### config.mk
export PLATFORM = sky130hd
export DESIGN_NAME = fifo_rd_stream
export DESIGN_NICKNAME = d
export VERILOG_FILES = /design/src/rtl/fifo_pkg.sv /design/src/rtl/stream_buf2.sv /design/src/rtl/fifo_rd_stream.sv
export SDC_FILE = /design/constraint.sdc
export NUM_CORES = 1
export LEC_CHECK = 0
export ABC_AREA = 1
export CORE_AREA = 2 2 141 108
export DETAILED_ROUTE_END_ITERATION = 16
export DIE_AREA = 0 0 143 110
export PLACE_DENSITY_LB_ADDON = 0.2
export SLEW_MARGIN = 20
export SYNTH_ARGS = -nofsm -noshare
export SYNTH_HDL_FRONTEND = slang
export SYNTH_HIERARCHICAL = 1
export SYNTH_SLANG_ARGS = --single-unit
### constraint.sdc
create_clock -name clk -period 3.57 [get_ports clk]
set_input_delay 0.357 -clock clk [delete_from_list [all_inputs] [get_ports clk]]
set_output_delay 0.357 -clock clk [all_outputs]
set_load 0.02 [all_outputs]
### src/rtl/fifo_pkg.sv
`default_nettype none
// ============================================================================
// Package  : fifo_pkg
// Brief    : Shared constants and helpers for the fifo_syn read-side stream
//            stage (data width default, FIFO read latency, buffer depth).
// Revision : 1.0 - initial release
// ============================================================================
package fifo_pkg;

    // Default data width of fifo_syn data_out and the output stream
    localparam int c_DATA_WIDTH      = 32;
    // fifo_syn presents data_out exactly one cycle after rd_en
    localparam int c_FIFO_RD_LATENCY = 1;
    // Skid buffer depth: enough to absorb the read in flight when the
    // consumer stalls while still sustaining one word per cycle
    localparam int c_BUF_DEPTH       = 2;

    // Ceiling log2; returns 0 for values of 0 or 1
    function automatic int clog2(input int value);
        int w;
        w = 0;
        while ((64'd1 << w) < 64'(value)) begin
            w = w + 1;
        end
        return w;
    endfunction

endpackage
`default_nettype wire

### src/rtl/stream_buf2.sv
`default_nettype none
// ============================================================================
// Module   : stream_buf2
// Brief    : Two-entry register buffer with push/pop, occupancy count and
//            registered head word. A push and a pop in the same cycle keep the
//            count unchanged and advance the head, so there is no bubble.
// Revision : 1.0 - initial release
// ============================================================================
module stream_buf2
    import fifo_pkg::*;
#(
    parameter int DATA_WIDTH = c_DATA_WIDTH
) (
    input  logic                  clk,
    input  logic                  rst,
    input  logic                  i_clr,
    input  logic                  i_push,
    input  logic [DATA_WIDTH-1:0] i_push_data,
    input  logic                  i_pop,
    output logic [1:0]            o_count,
    output logic [DATA_WIDTH-1:0] o_head_data
);

    logic [DATA_WIDTH-1:0] r_mem [2];
    logic                  r_head;
    logic [1:0]            r_count;
    logic                  w_tail;

    // The tail slot sits count entries past the head (mod 2). The upstream
    // credit logic never pushes into a full buffer.
    assign w_tail      = r_head ^ r_count[0];
    assign o_count     = r_count;
    assign o_head_data = r_mem[r_head];

    // Storage, head pointer and occupancy; clear drops contents but keeps data regs
    always_ff @(posedge clk) begin
        if (rst) begin
            r_mem[0] <= '0;
            r_mem[1] <= '0;
            r_head   <= 1'b0;
            r_count  <= 2'd0;
        end else if (i_clr) begin
            r_head   <= 1'b0;
            r_count  <= 2'd0;
        end else begin
            if (i_push) begin
                r_mem[w_tail] <= i_push_data;
            end
            if (i_pop) begin
                r_head <= ~r_head;
            end
            r_count <= r_count + {1'b0, i_push} - {1'b0, i_pop};
        end
    end

endmodule
`default_nettype wire

### src/rtl/fifo_rd_stream.sv
`default_nettype none
// ============================================================================
// Module   : fifo_rd_stream
// Brief    : Drains fifo_syn (1-cycle registered read) into a valid/ready
//            stream at full throughput, framing every PKT_LEN words with
//            m_last. Reads are issued only when the word is guaranteed a slot
//            in the 2-entry buffer, so stalls never lose data.
//            Timing: m_ready -> fifo_rd_en is a combinational path by design
//            (it lets a pop free a credit in the same cycle); budget it when
//            closing timing against the FIFO's rd_en input.
// Revision : 1.0 - initial release
// ============================================================================
module fifo_rd_stream
    import fifo_pkg::*;
#(
    parameter int DATA_WIDTH = c_DATA_WIDTH,
    parameter int PKT_LEN    = 4
) (
    input  logic                  clk,
    input  logic                  rst,
    input  logic                  flush,
    input  logic                  fifo_empty,
    input  logic [DATA_WIDTH-1:0] fifo_data,
    output logic                  fifo_cs,
    output logic                  fifo_rd_en,
    output logic                  m_valid,
    input  logic                  m_ready,
    output logic [DATA_WIDTH-1:0] m_data,
    output logic                  m_last
);

    // Beat counter needs at least one bit even for single-word packets
    localparam int                  c_BEAT_W    = (clog2(PKT_LEN) < 1) ? 1 : clog2(PKT_LEN);
    localparam logic [c_BEAT_W-1:0] c_LAST_BEAT = c_BEAT_W'(PKT_LEN - 1);

    // One flag per cycle of FIFO read latency; the FIFO answers in one cycle
    logic [c_FIFO_RD_LATENCY-1:0] r_inflight;
    logic [c_BEAT_W-1:0]          r_beat;
    logic [1:0]                   w_count;
    logic [DATA_WIDTH-1:0]        w_head;
    logic                         w_pop;
    logic [2:0]                   w_level;
    logic                         w_room;

    assign w_pop = m_valid && m_ready;

    // Words already committed to the buffer (held plus arriving), less the
    // one leaving this cycle. A new read is allowed only if it still fits.
    assign w_level = {1'b0, w_count} + {2'b00, r_inflight[0]};
    assign w_room  = w_level < (3'(c_BUF_DEPTH) + {2'b00, w_pop});

    assign fifo_cs    = !rst;
    assign fifo_rd_en = !rst && !flush && !fifo_empty && w_room;

    assign m_valid = !rst && (w_count != 2'd0);
    assign m_data  = rst ? '0 : w_head;
    assign m_last  = m_valid && (r_beat == c_LAST_BEAT);

    // Buffer clear on flush outranks both the capture and the pop
    stream_buf2 #(
        .DATA_WIDTH (DATA_WIDTH)
    ) u_buf (
        .clk         (clk),
        .rst         (rst),
        .i_clr       (flush),
        .i_push      (r_inflight[0]),
        .i_push_data (fifo_data),
        .i_pop       (w_pop),
        .o_count     (w_count),
        .o_head_data (w_head)
    );

    // Track the read issued this cycle; rd_en is low under flush, so an
    // in-flight word is never captured after a flush
    always_ff @(posedge clk) begin
        if (rst) begin
            r_inflight <= '0;
        end else begin
            r_inflight <= fifo_rd_en;
        end
    end

    // Packet framing: count accepted words, wrap after the last beat
    always_ff @(posedge clk) begin
        if (rst || flush) begin
            r_beat <= '0;
        end else if (w_pop) begin
            if (r_beat == c_LAST_BEAT) begin
                r_beat <= '0;
            end else begin
                r_beat <= r_beat + 1'b1;
            end
        end
    end

endmodule
`default_nettype wire
==> results of run 1 <==
sequential cells by signal, indices dropped and copies added, names as in the netlist, named ones only:
signal	flops
r_beat	2
r_inflight	1
u_buf/o_count	2
u_buf/r_head	1
u_buf/r_mem	64
worst max-delay path, cell delays in order, from the launching register on:
cell and delay (ps):
dfxtp_2 870, mux2_2 440, inv_1 70, nor2_1 40
clkdlybuf4s50_1 570
per-stage QoR:
step	hold WS, ps	total power [mW]
6_report	530	2.05
5_1_grt	581	2.13
4_1_cts	535	2.08
3_5_place_dp	527	1.14
3_3_place_gp	520	1.14
2_1_floorplan	507	1.05
area by class of cell:
cell class                      count  area share (%)
Sequential cell                    71            43.5
Multi-Input combinational cell    170            22.6
Timing Repair Buffer               74            15.4
Inverter                           82            6.55
Tap cell                          200            5.28
Clock buffer                        9            4.75
Clock inverter                      7            1.85
kinds of logic (layout without fill, tap and decap cells):
| kind of cell | Yosys count | in the layout | share of synthesized area (%) |
|---|---|---|---|
| buffers and inverters | 96 | 172 | 11.5 |
| muxes | 32 | 32 | 10.2 |
| AOI/OAI and AO/OA | 3 | 3 | 0.425 |
| adders and majority gates | 5 | 5 | 1.77 |
| and+or+nand+nor | 127 | 127 | 17.1 |
| DFF | 71 | 71 | 58.3 |
| xor gates and xnor gates | 3 | 3 | 0.743 |
power breakdown:
group	leakage (nW)	internal (mW)	switching [mW]
Combinational	1.09	0.0839	0.0954
Clock	0.147	0.604	0.324
Sequential	0.722	0.935	0.00817
layer usage:
| metal | up-vias | track usage (%) |
|---|---|---|
| met4 | 0 | 3.39 |
| li1 | 1177 | - |
| met2 | 56 | 14.8 |
| met5 | - | 0 |
| met1 | 1046 | 14.0 |
| met3 | 10 | 3.07 |
cells in the mapped netlist (all sizes together):
library cell  instances  area (um2)
nor2                110         518
buf                  13        90.1
xnor2                 2        17.5
edfxtp               64        1920
inv                  82         310
clkbuf                1        5.00
a21oi                 3        15.0
nand3                 2        22.5
ha                    5        62.6
xor2                  1        8.76
nand2                14        57.6
mux2                 32         360
dfxtp                 7         140
nand4                 1        6.26
worst max path at each step:
stage	to	start	slack, ps	cells past startpoint
finish	m_data[31]	register	880	4
global placement	m_data[12]	register	1210	4
detailed placement	m_data[12]	register	1200	4
CTS	m_data[12]	register	840	4
floorplan	u_buf/r_mem[1][0]	flush	1570	6
global route	m_data[25]	register	760	4
==> reports/results.txt, run 1 <==
Status: finished clean
Synthesized area: 3540 um2
DRC viols: 0
Max VDD drop: 0.216 mV
FF/Latch Area: 2060 um2
Sequential area share after synthesis: 58.3%
Hold Path End: r_beat[1]
Placed cell count: 597
Period utilization: 75.2%
Total Die Area: 15700 um2
Hold Crit Start: r_beat[1]
Routed via count: 2289
Clk pin slew, worst setup/hold paths: 50 ps
Yosys warns: 6
Overflow after GRT: 0
Drt first pass iters: 4
Core Region: 14300 um2
Seq cells post-synth: 71
Layout net count: 450
Dpl ws: 1200 ps
Initial Util: 24.7%
Synth cell types: 22
Synthesized area per cell: 10.5 um2
RR Startpoint: u_buf/o_count[0]
Max-cap violations: 0
Port bufs: 72
R2R setup slack: 1860 ps
Highest metal used: met4
Root Driver: clkbuf_16
Cell count after synthesis: 337
CP Capture Type: primary output
Worst-skew pair later-pin latency: 330 ps
Hold Path Depth: 4
Syn nets: 379
Routed met1 length: 3880 um
Total CTS buffers: 9
Final setup fails: 0
Post-DP HPWL: 4770 um
Chip width: 143 um
Initial DRC count: 107
Commonest non-fill, non-tap cell in the layout: inv_1
Minimum clock period: 2690 ps
Die Ht: 110 um
Wirelength per Cell: 12.1 um
Core Util, Final: 33.1%
FMAX: 0.372 GHz
Top-Level Pins: 73
Post-cts sizing count: 0
Setup TNS Final: 0 ps
CTS Hold Bufs: 0
Final hold vios: 0
WP data arrival: 2330 ps
Worst Clk Skew: 5.46 ps
Largest net degree at the start of global routing: 37
Leakage: 1.95 nW
Setup crit start kind: register
Global-route wire length before repair: 11800 um
CP required: 3210 ps
Met2 WL: 3020 um
Placer Congestion: 0.715
Share of post-route cells with drive strength above 1: 21.5%
Most frequent cells in the layout: 80 x inv_1, 76 x nor2_1, 71 x clkdlybuf4s50_1
Total Routed Length: 7410 um
Antenna cells: 0
RSZ-0062 raised after global routing: no
Worst slew pin tran: 848 ps
Crit path max fanout: 32
Clock sinks: 71
Worst min-delay path class: register to register
Antenna Nets Post-Route: 0
Fillers: 1498
Final instance area: 4740 um2
H-tree depth: 3
Antenna violations before repair: 0
Area of the multi-input gates: 1070 um2
R2R cell count: 3
Bufs on Longest Clock Path: 2
Vias per inst: 3.73
Met3 WL: 403 um
Area growth from synthesis to layout: 34.1%
TritonCTS clock tree: built
GR Util All Layers: 10.0%
Rows: 38
Worst flop-to-flop path endpoint: u_buf/r_mem[1][1]
Critical path class: register to primary output
Postcts setup bufs: 0
Non-Filler Instances: 613
Setup slack after layout: 884 ps
Post-DP Area: 4430 um2
Pwr dens: 432 nW/um2
Vias in the first global route: 2354
Max Transition Viols Final: 0
Rel. slew slack: 43.3%
Note: power is estimated with default switching activity, not from simulation.
==> run 2: changes to the inputs <==
==> constraint.sdc (replaced) <==
create_clock -name clk -period 2.5 [get_ports clk]
set_input_delay 0.25 -clock clk [delete_from_list [all_inputs] [get_ports clk]]
set_output_delay 0.25 -clock clk [all_outputs]
set_load 0.02 [all_outputs]
==> run 2 against run 1 <==
  * Die area unchanged
  * Register-to-register slack worse by 1100 ps
  * Via count rose by 2.2%
  * Highest routed layer unchanged
  * Cell area up 0.71%
  * Combinational power up 48%
  * Core utilization increased by 0.24 points
  * Critical endpoint is now m_data[11]
  * First-iteration DRC count down 40%
  * Hold slack got worse by 22 ps
  * Non-clock buffer count rose by 6
  * Critical path depth increased by 1
  * Worst setup slack worse by 680 ps
  * Count of clock-buffer cells in the layout unchanged
==> reports/results.txt, run 2 (synthesis results as in run 1) <==
CP required: 2250 ps (-960 ps)
Hold Path End: u_buf/o_count[1]
Status: finished clean
Worst slew pin tran: 604 ps (-244 ps)
Max FFs per register: 64 (unchanged)
Hold Path Depth: 4 (unchanged)
Root Driver: clkbuf_16
Max Transition Viols Final: 0 (unchanged)
Max-cap violations: 0 (unchanged)
Vias per inst: 3.78 (+1.2%)
TritonCTS clock tree: built
Postcts setup bufs: 0 (unchanged)
Leakage: 1.98 nW (+1.3%)
Overflow after GRT: 0 (unchanged)
Worst flop-to-flop path endpoint: u_buf/o_count[1]
Period utilization: 91.9%
Max VDD drop: 0.291 mV (+34%)
Port bufs: 72 (unchanged)
Share of post-route cells with drive strength above 1: 22.7% (+1.1 points)
Core Util, Final: 33.4% (+0.24 points)
Post-cts sizing count: 0 (unchanged)
Core Region: 14300 um2 (unchanged)
Top-Level Pins: 73 (unchanged)
FMAX: 0.435 GHz
R2R cell count: 12 (+9)
Crit path max fanout: 25 (-22%)
R2R setup slack: 780 ps (-1080 ps)
Clk pin slew, worst setup/hold paths: 50 ps (about the same)
Reg with most FFs: u_buf/r_mem
Rows: 38 (unchanged)
Drt first pass iters: 6 (+2)
Initial DRC count: 64 (-40%)
Worst path max stage delay: 540 ps (-330 ps)
Slowest CP cell: clkdlybuf4s50_1
Antenna violations before repair: 0 (unchanged)
Final setup fails: 0 (unchanged)
Dpl ws: 528 ps (-677 ps)
Routed via count: 2339 (+2.2%)
Setup TNS Final: 0 ps (unchanged)
Vias in the first global route: 2440 (+3.7%)
RSZ-0062 raised after global routing: no
DRC viols: 0 (unchanged)
WP data arrival: 2050 ps (-280 ps)
Critical path class: register to primary output
Bufs on Longest Clock Path: 2 (unchanged)
Antenna Nets Post-Route: 0 (unchanged)
Cell Chain, Critical Path: buf_12 > mux2_2 > inv_1 > nor2_1 > clkdlybuf4s50_1
Placer Congestion: 0.695 (-2.8%)
Post-DP HPWL: 5150 um (+7.9%)
Initial Util: 24.7% (unchanged)
Worst-skew pair later-pin latency: 330 ps (about the same)
Setup crit start kind: register
Total CTS buffers: 9 (unchanged)
Total design power: 2.83 mW (+38%)
H-tree depth: 3 (unchanged)
Largest net degree at the start of global routing: 33 (-11%)
Rel. slew slack: 59.7% (+16 points)
Commonest non-fill, non-tap cell in the layout: inv_1
Total Die Area: 15700 um2 (unchanged)
CTS Hold Bufs: 0 (unchanged)
Clock sinks: 71 (unchanged)
Setup slack after layout: 204 ps (-680 ps)
Final hold vios: 0 (unchanged)
Chip width: 143 um (unchanged)
Global-route wire length before repair: 12000 um (+2.5%)
RR Startpoint: u_buf/o_count[0]
Layout net count: 456 (+1.3%)
Area growth from synthesis to layout: 35.0%
Minimum clock period: 2300 ps
Non-Filler Instances: 619 (+0.98%)
Antenna cells: 0 (unchanged)
Pwr dens: 593 nW/um2 (+37%)
Die Ht: 110 um (unchanged)
Hold Crit Start: rst
Placed cell count: 603 (+1.0%)
Total Routed Length: 7600 um (+2.6%)
Worst Clk Skew: 4.15 ps (-1.31 ps)
GR Util All Layers: 10.1% (+0.11 points)
Worst min-delay path class: input port to register
Wirelength per Cell: 12.3 um (+1.6%)
CP Capture Type: primary output
Most frequent cells in the layout: 80 x inv_1, 76 x nor2_1, 71 x clkdlybuf4s50_1
[run 2: cell types whose count changed in the layout (fill, tap and decap cells not counted)]
cell	delta
bufinv_16	-1
clkinvlp_4	-1
clkinv_2	+1
buf_4	+5
buf_12	+1
clkinv_4	+1
[run 2: critical path: cells and delay by family, from the launching register on]
kind                   cells  cell delay, ps
buffers and inverters      3             840
flip-flops                 1             450
multiplexers               1             370
AND/OR/NAND/NOR            1              40
[run 2: per-layer routing]
layer,vias to the layer above,GRT usage (%),wire [um]
li1,1187,-,-
met1,1082,14.0,3830
met2,61,15.7,3310
met3,9,2.94,401
met4,0,2.76,67
met5,-,0,0
[run 2: report_power, final]
part           internal [mW]  switching [mW]  leakage (nW)  total (mW)
Sequential              1.33          0.0112         0.722        1.34
Combinational          0.126           0.139          1.12       0.265
Clock                  0.762           0.459         0.140        1.22
[run 2: final cells by class]
type / instances / area, um2
timing repair buffer: 80 / 788
clock buffer: 9 / 225
inverter: 82 / 310
multi-input combinational: 170 / 1070
sequential: 71 / 2060
fill: 1500 / 9540
clock inverter: 7 / 63.8
tap: 200 / 250
[run 2: through the flow]
stage          area (um2)  hold WS [ps]
6_report             4770           508
4_1_cts              4770           535
3_3_place_gp         4490           522
3_5_place_dp         4490           529
5_1_grt              4770           569
2_1_floorplan        3540           400
[run 2: how the worst max path moves through the flow]
stage / start / endpoint / slack [ps] / cells after the start
after floorplan: u_buf/o_count[0] / u_buf/r_mem[1][0] / 550 / 4
after global placement: m_ready / fifo_rd_en / 530 / 4
after detailed placement: flush / u_buf/r_mem[1][1] / 530 / 7
after CTS: register / m_data[11] / 180 / 5
after global routing: register / m_data[1] / 130 / 5
final: register / m_data[11] / 200 / 5
==> run 3: changes to the inputs <==
--- a/config.mk
+++ b/config.mk
@@ -6,9 +6,9 @@
 export NUM_CORES = 1
 export LEC_CHECK = 0
 export ABC_AREA = 1
-export CORE_AREA = 2 2 141 108
+export CORE_AREA = 2 2 122 124
 export DETAILED_ROUTE_END_ITERATION = 16
-export DIE_AREA = 0 0 143 110
+export DIE_AREA = 0 0 124 126
 export PLACE_DENSITY_LB_ADDON = 0.2
 export SLEW_MARGIN = 20
 export SYNTH_ARGS = -nofsm -noshare
==> constraint.sdc (replaced) <==
create_clock -name clk -period 2.2 [get_ports clk]
set_input_delay 0.22 -clock clk [delete_from_list [all_inputs] [get_ports clk]]
set_output_delay 0.22 -clock clk [all_outputs]
set_load 0.02 [all_outputs]
==> run 3 against run 2 <==
  * Core utilization fell by 0.058 points
  * Cell area fell by 0.16%
  * Global-route usage rose by 0.17 points
  * Worst setup slack got worse by 110 ps
  * Non-clock buffer count rose by 3
  * Power rose by 8.9%
  * Wire length fell by 4.4%
  * Count of clock-buffer cells in the layout rose by 1
  * Clock skew rose by 3.9 ps
==> reports/results.txt, run 3 (synthesis results as in run 1) <==
Status: finished clean
Worst Clk Skew: 8.08 ps (+3.93 ps)
Wirelength per Cell: 12.0 um (-2.2%)
Max VDD drop: 0.264 mV (-9.1%)
CP Capture Type: primary output
Postcts setup bufs: 0 (unchanged)
Initial DRC count: 73 (+14%)
Worst Setup EP: m_data[10]
Total Routed Length: 7270 um (-4.4%)
WP data arrival: 1890 ps (-160 ps)
Total CTS buffers: 9 (unchanged)
Largest net degree at the start of global routing: 34 (+3.0%)
Worst min-delay path class: input port to register
Pwr dens: 647 nW/um2 (+9.1%)
Die Ht: 126 um (+15%)
Minimum clock period: 2110 ps
DRC viols: 0 (unchanged)
Crit path max fanout: 18 (-28%)
Vias per inst: 3.83 (+1.3%)
Vias in the first global route: 2530 (+3.7%)
Max FFs per register: 64 (unchanged)
Top-Level Pins: 73 (unchanged)
Rows: 44 (+16%)
Worst-skew pair later-pin latency: 320 ps (about the same)
Drt first pass iters: 4 (-2)
Antenna Nets Post-Route: 0 (unchanged)
Final setup fails: 0 (unchanged)
Antenna violations before repair: 0 (unchanged)
Core Region: 14300 um2 (about the same)
Initial Util: 24.7% (about the same)
Layout net count: 459 (+0.66%)
Max-cap violations: 0 (unchanged)
Overflow after GRT: 0 (unchanged)
Worst flop-to-flop path endpoint: u_buf/o_count[1]
FMAX: 0.474 GHz
Cell Chain, Critical Path: buf_6 > mux2_2 > inv_1 > nor2_1 > clkdlybuf4s50_1
Leakage: 2.02 nW (+2.1%)
Post-DP Area: 4500 um2 (+0.33%)
CTS Hold Bufs: 0 (unchanged)
RR Startpoint: u_buf/o_count[0]
Max Transition Viols Final: 0 (unchanged)
Port bufs: 72 (unchanged)
Critical path class: register to primary output
Rel. slew slack: 74.6% (+15 points)
Reg with most FFs: u_buf/r_mem
Setup TNS Final: 0 ps (unchanged)
Share of post-route cells with drive strength above 1: 23.0% (+0.37 points)
Worst path max stage delay: 540 ps (about the same)
Total Die Area: 15600 um2 (-0.67%)
Clk pin slew, worst setup/hold paths: 50 ps (about the same)
Most frequent cells in the layout: 80 x inv_1, 76 x nor2_1, 68 x clkdlybuf4s50_1
Chip width: 124 um (-13%)
Commonest non-fill, non-tap cell in the layout: inv_1
TritonCTS clock tree: built
Final hold vios: 0 (unchanged)
Routed via count: 2316 (-0.98%)
Final instance area: 4770 um2 (-0.16%)
H-tree depth: 3 (unchanged)
Period utilization: 95.8%
GR Util All Layers: 10.3% (+0.17 points)
Worst slew pin tran: 381 ps (-223 ps)
Global-route wire length before repair: 12200 um (+1.1%)
Antenna cells: 0 (unchanged)
Root Driver: clkbuf_16
Slowest CP cell: clkdlybuf4s50_1
R2R cell count: 12 (unchanged)
Setup crit start kind: register
Area growth from synthesis to layout: 34.8%
Post-DP HPWL: 4760 um (-7.5%)
RSZ-0062 raised after global routing: no
Placer Congestion: 0.671 (-3.5%)
Clock sinks: 71 (unchanged)
Bufs on Longest Clock Path: 2 (unchanged)
CP required: 1980 ps (-270 ps)
R2R setup slack: 510 ps (-270 ps)
run 3: how the worst min path moves through the flow:
stage | from | to | cells after the start | slack (ps)
5_1_grt | rst | u_buf/o_count[1] | 4 | 300
3_3_place_gp | r_beat[1] | r_beat[1] | 4 | 540
3_5_place_dp | r_beat[1] | r_beat[1] | 4 | 540
6_report | rst | u_buf/o_count[1] | 4 | 280
4_1_cts | rst | u_buf/o_count[1] | 4 | 270
2_1_floorplan | rst | u_buf/o_count[1] | 3 | 370
run 3: cell type report:
| cell class | count | area [um2] |
|---|---|---|
| timing repair buffer | 83 | 835 |
| clock inverter | 5 | 26.3 |
| clock buffer | 10 | 229 |
| fill | 1496 | 9550 |
| multi-input combinational | 170 | 1070 |
| sequential | 71 | 2060 |
| inverter | 82 | 310 |
| tap | 184 | 230 |
run 3: critical path: cells and delay by family (launching register included):
family / cells / cell delay [ps]
and+or+nand+nor: 1 / 40
buffers and inverters: 3 / 820
muxes: 1 / 370
DFF: 1 / 340
run 3: power by group:
group          internal [mW]  switching, mW
Clock                  0.745          0.508
Combinational          0.148          0.155
Sequential              1.52         0.0119
Total                   2.41          0.674
run 3: stage by stage:
| stage | hold WS, ps | util (%) | instances | power (mW) | setup slack, ps |
|---|---|---|---|---|---|
| after floorplan | 370 | - | 337 | 1.70 | 254 |
| after global placement | 536 | 31.4 | 590 | 1.86 | 323 |
| after detailed placement | 538 | 31.4 | 590 | 1.87 | 318 |
| after CTS | 270 | 33.2 | 605 | 3.13 | 20.0 |
| after global routing | 297 | 33.3 | 605 | 3.23 | 8.47 |
| final | 280 | 33.3 | 605 | 3.08 | 91.5 |
run 3: per-layer routing:
| layer | vias up | share of wire (%) | GRT usage, % |
|---|---|---|---|
| li1 | 1194 | - | - |
| met1 | 1061 | 48 | 13.3 |
| met2 | 57 | 46 | 16.5 |
| met3 | 4 | 5.1 | 3.08 |
| met4 | 0 | 0.63 | 3.37 |
| met5 | - | 0 | 0 |
run 3: what timing repair did:
item / 4_1_cts / 5_1_grt
cloned: 0 / 0
gates resized for setup: 1 / 4
setup endpoints to repair: 1 / 21
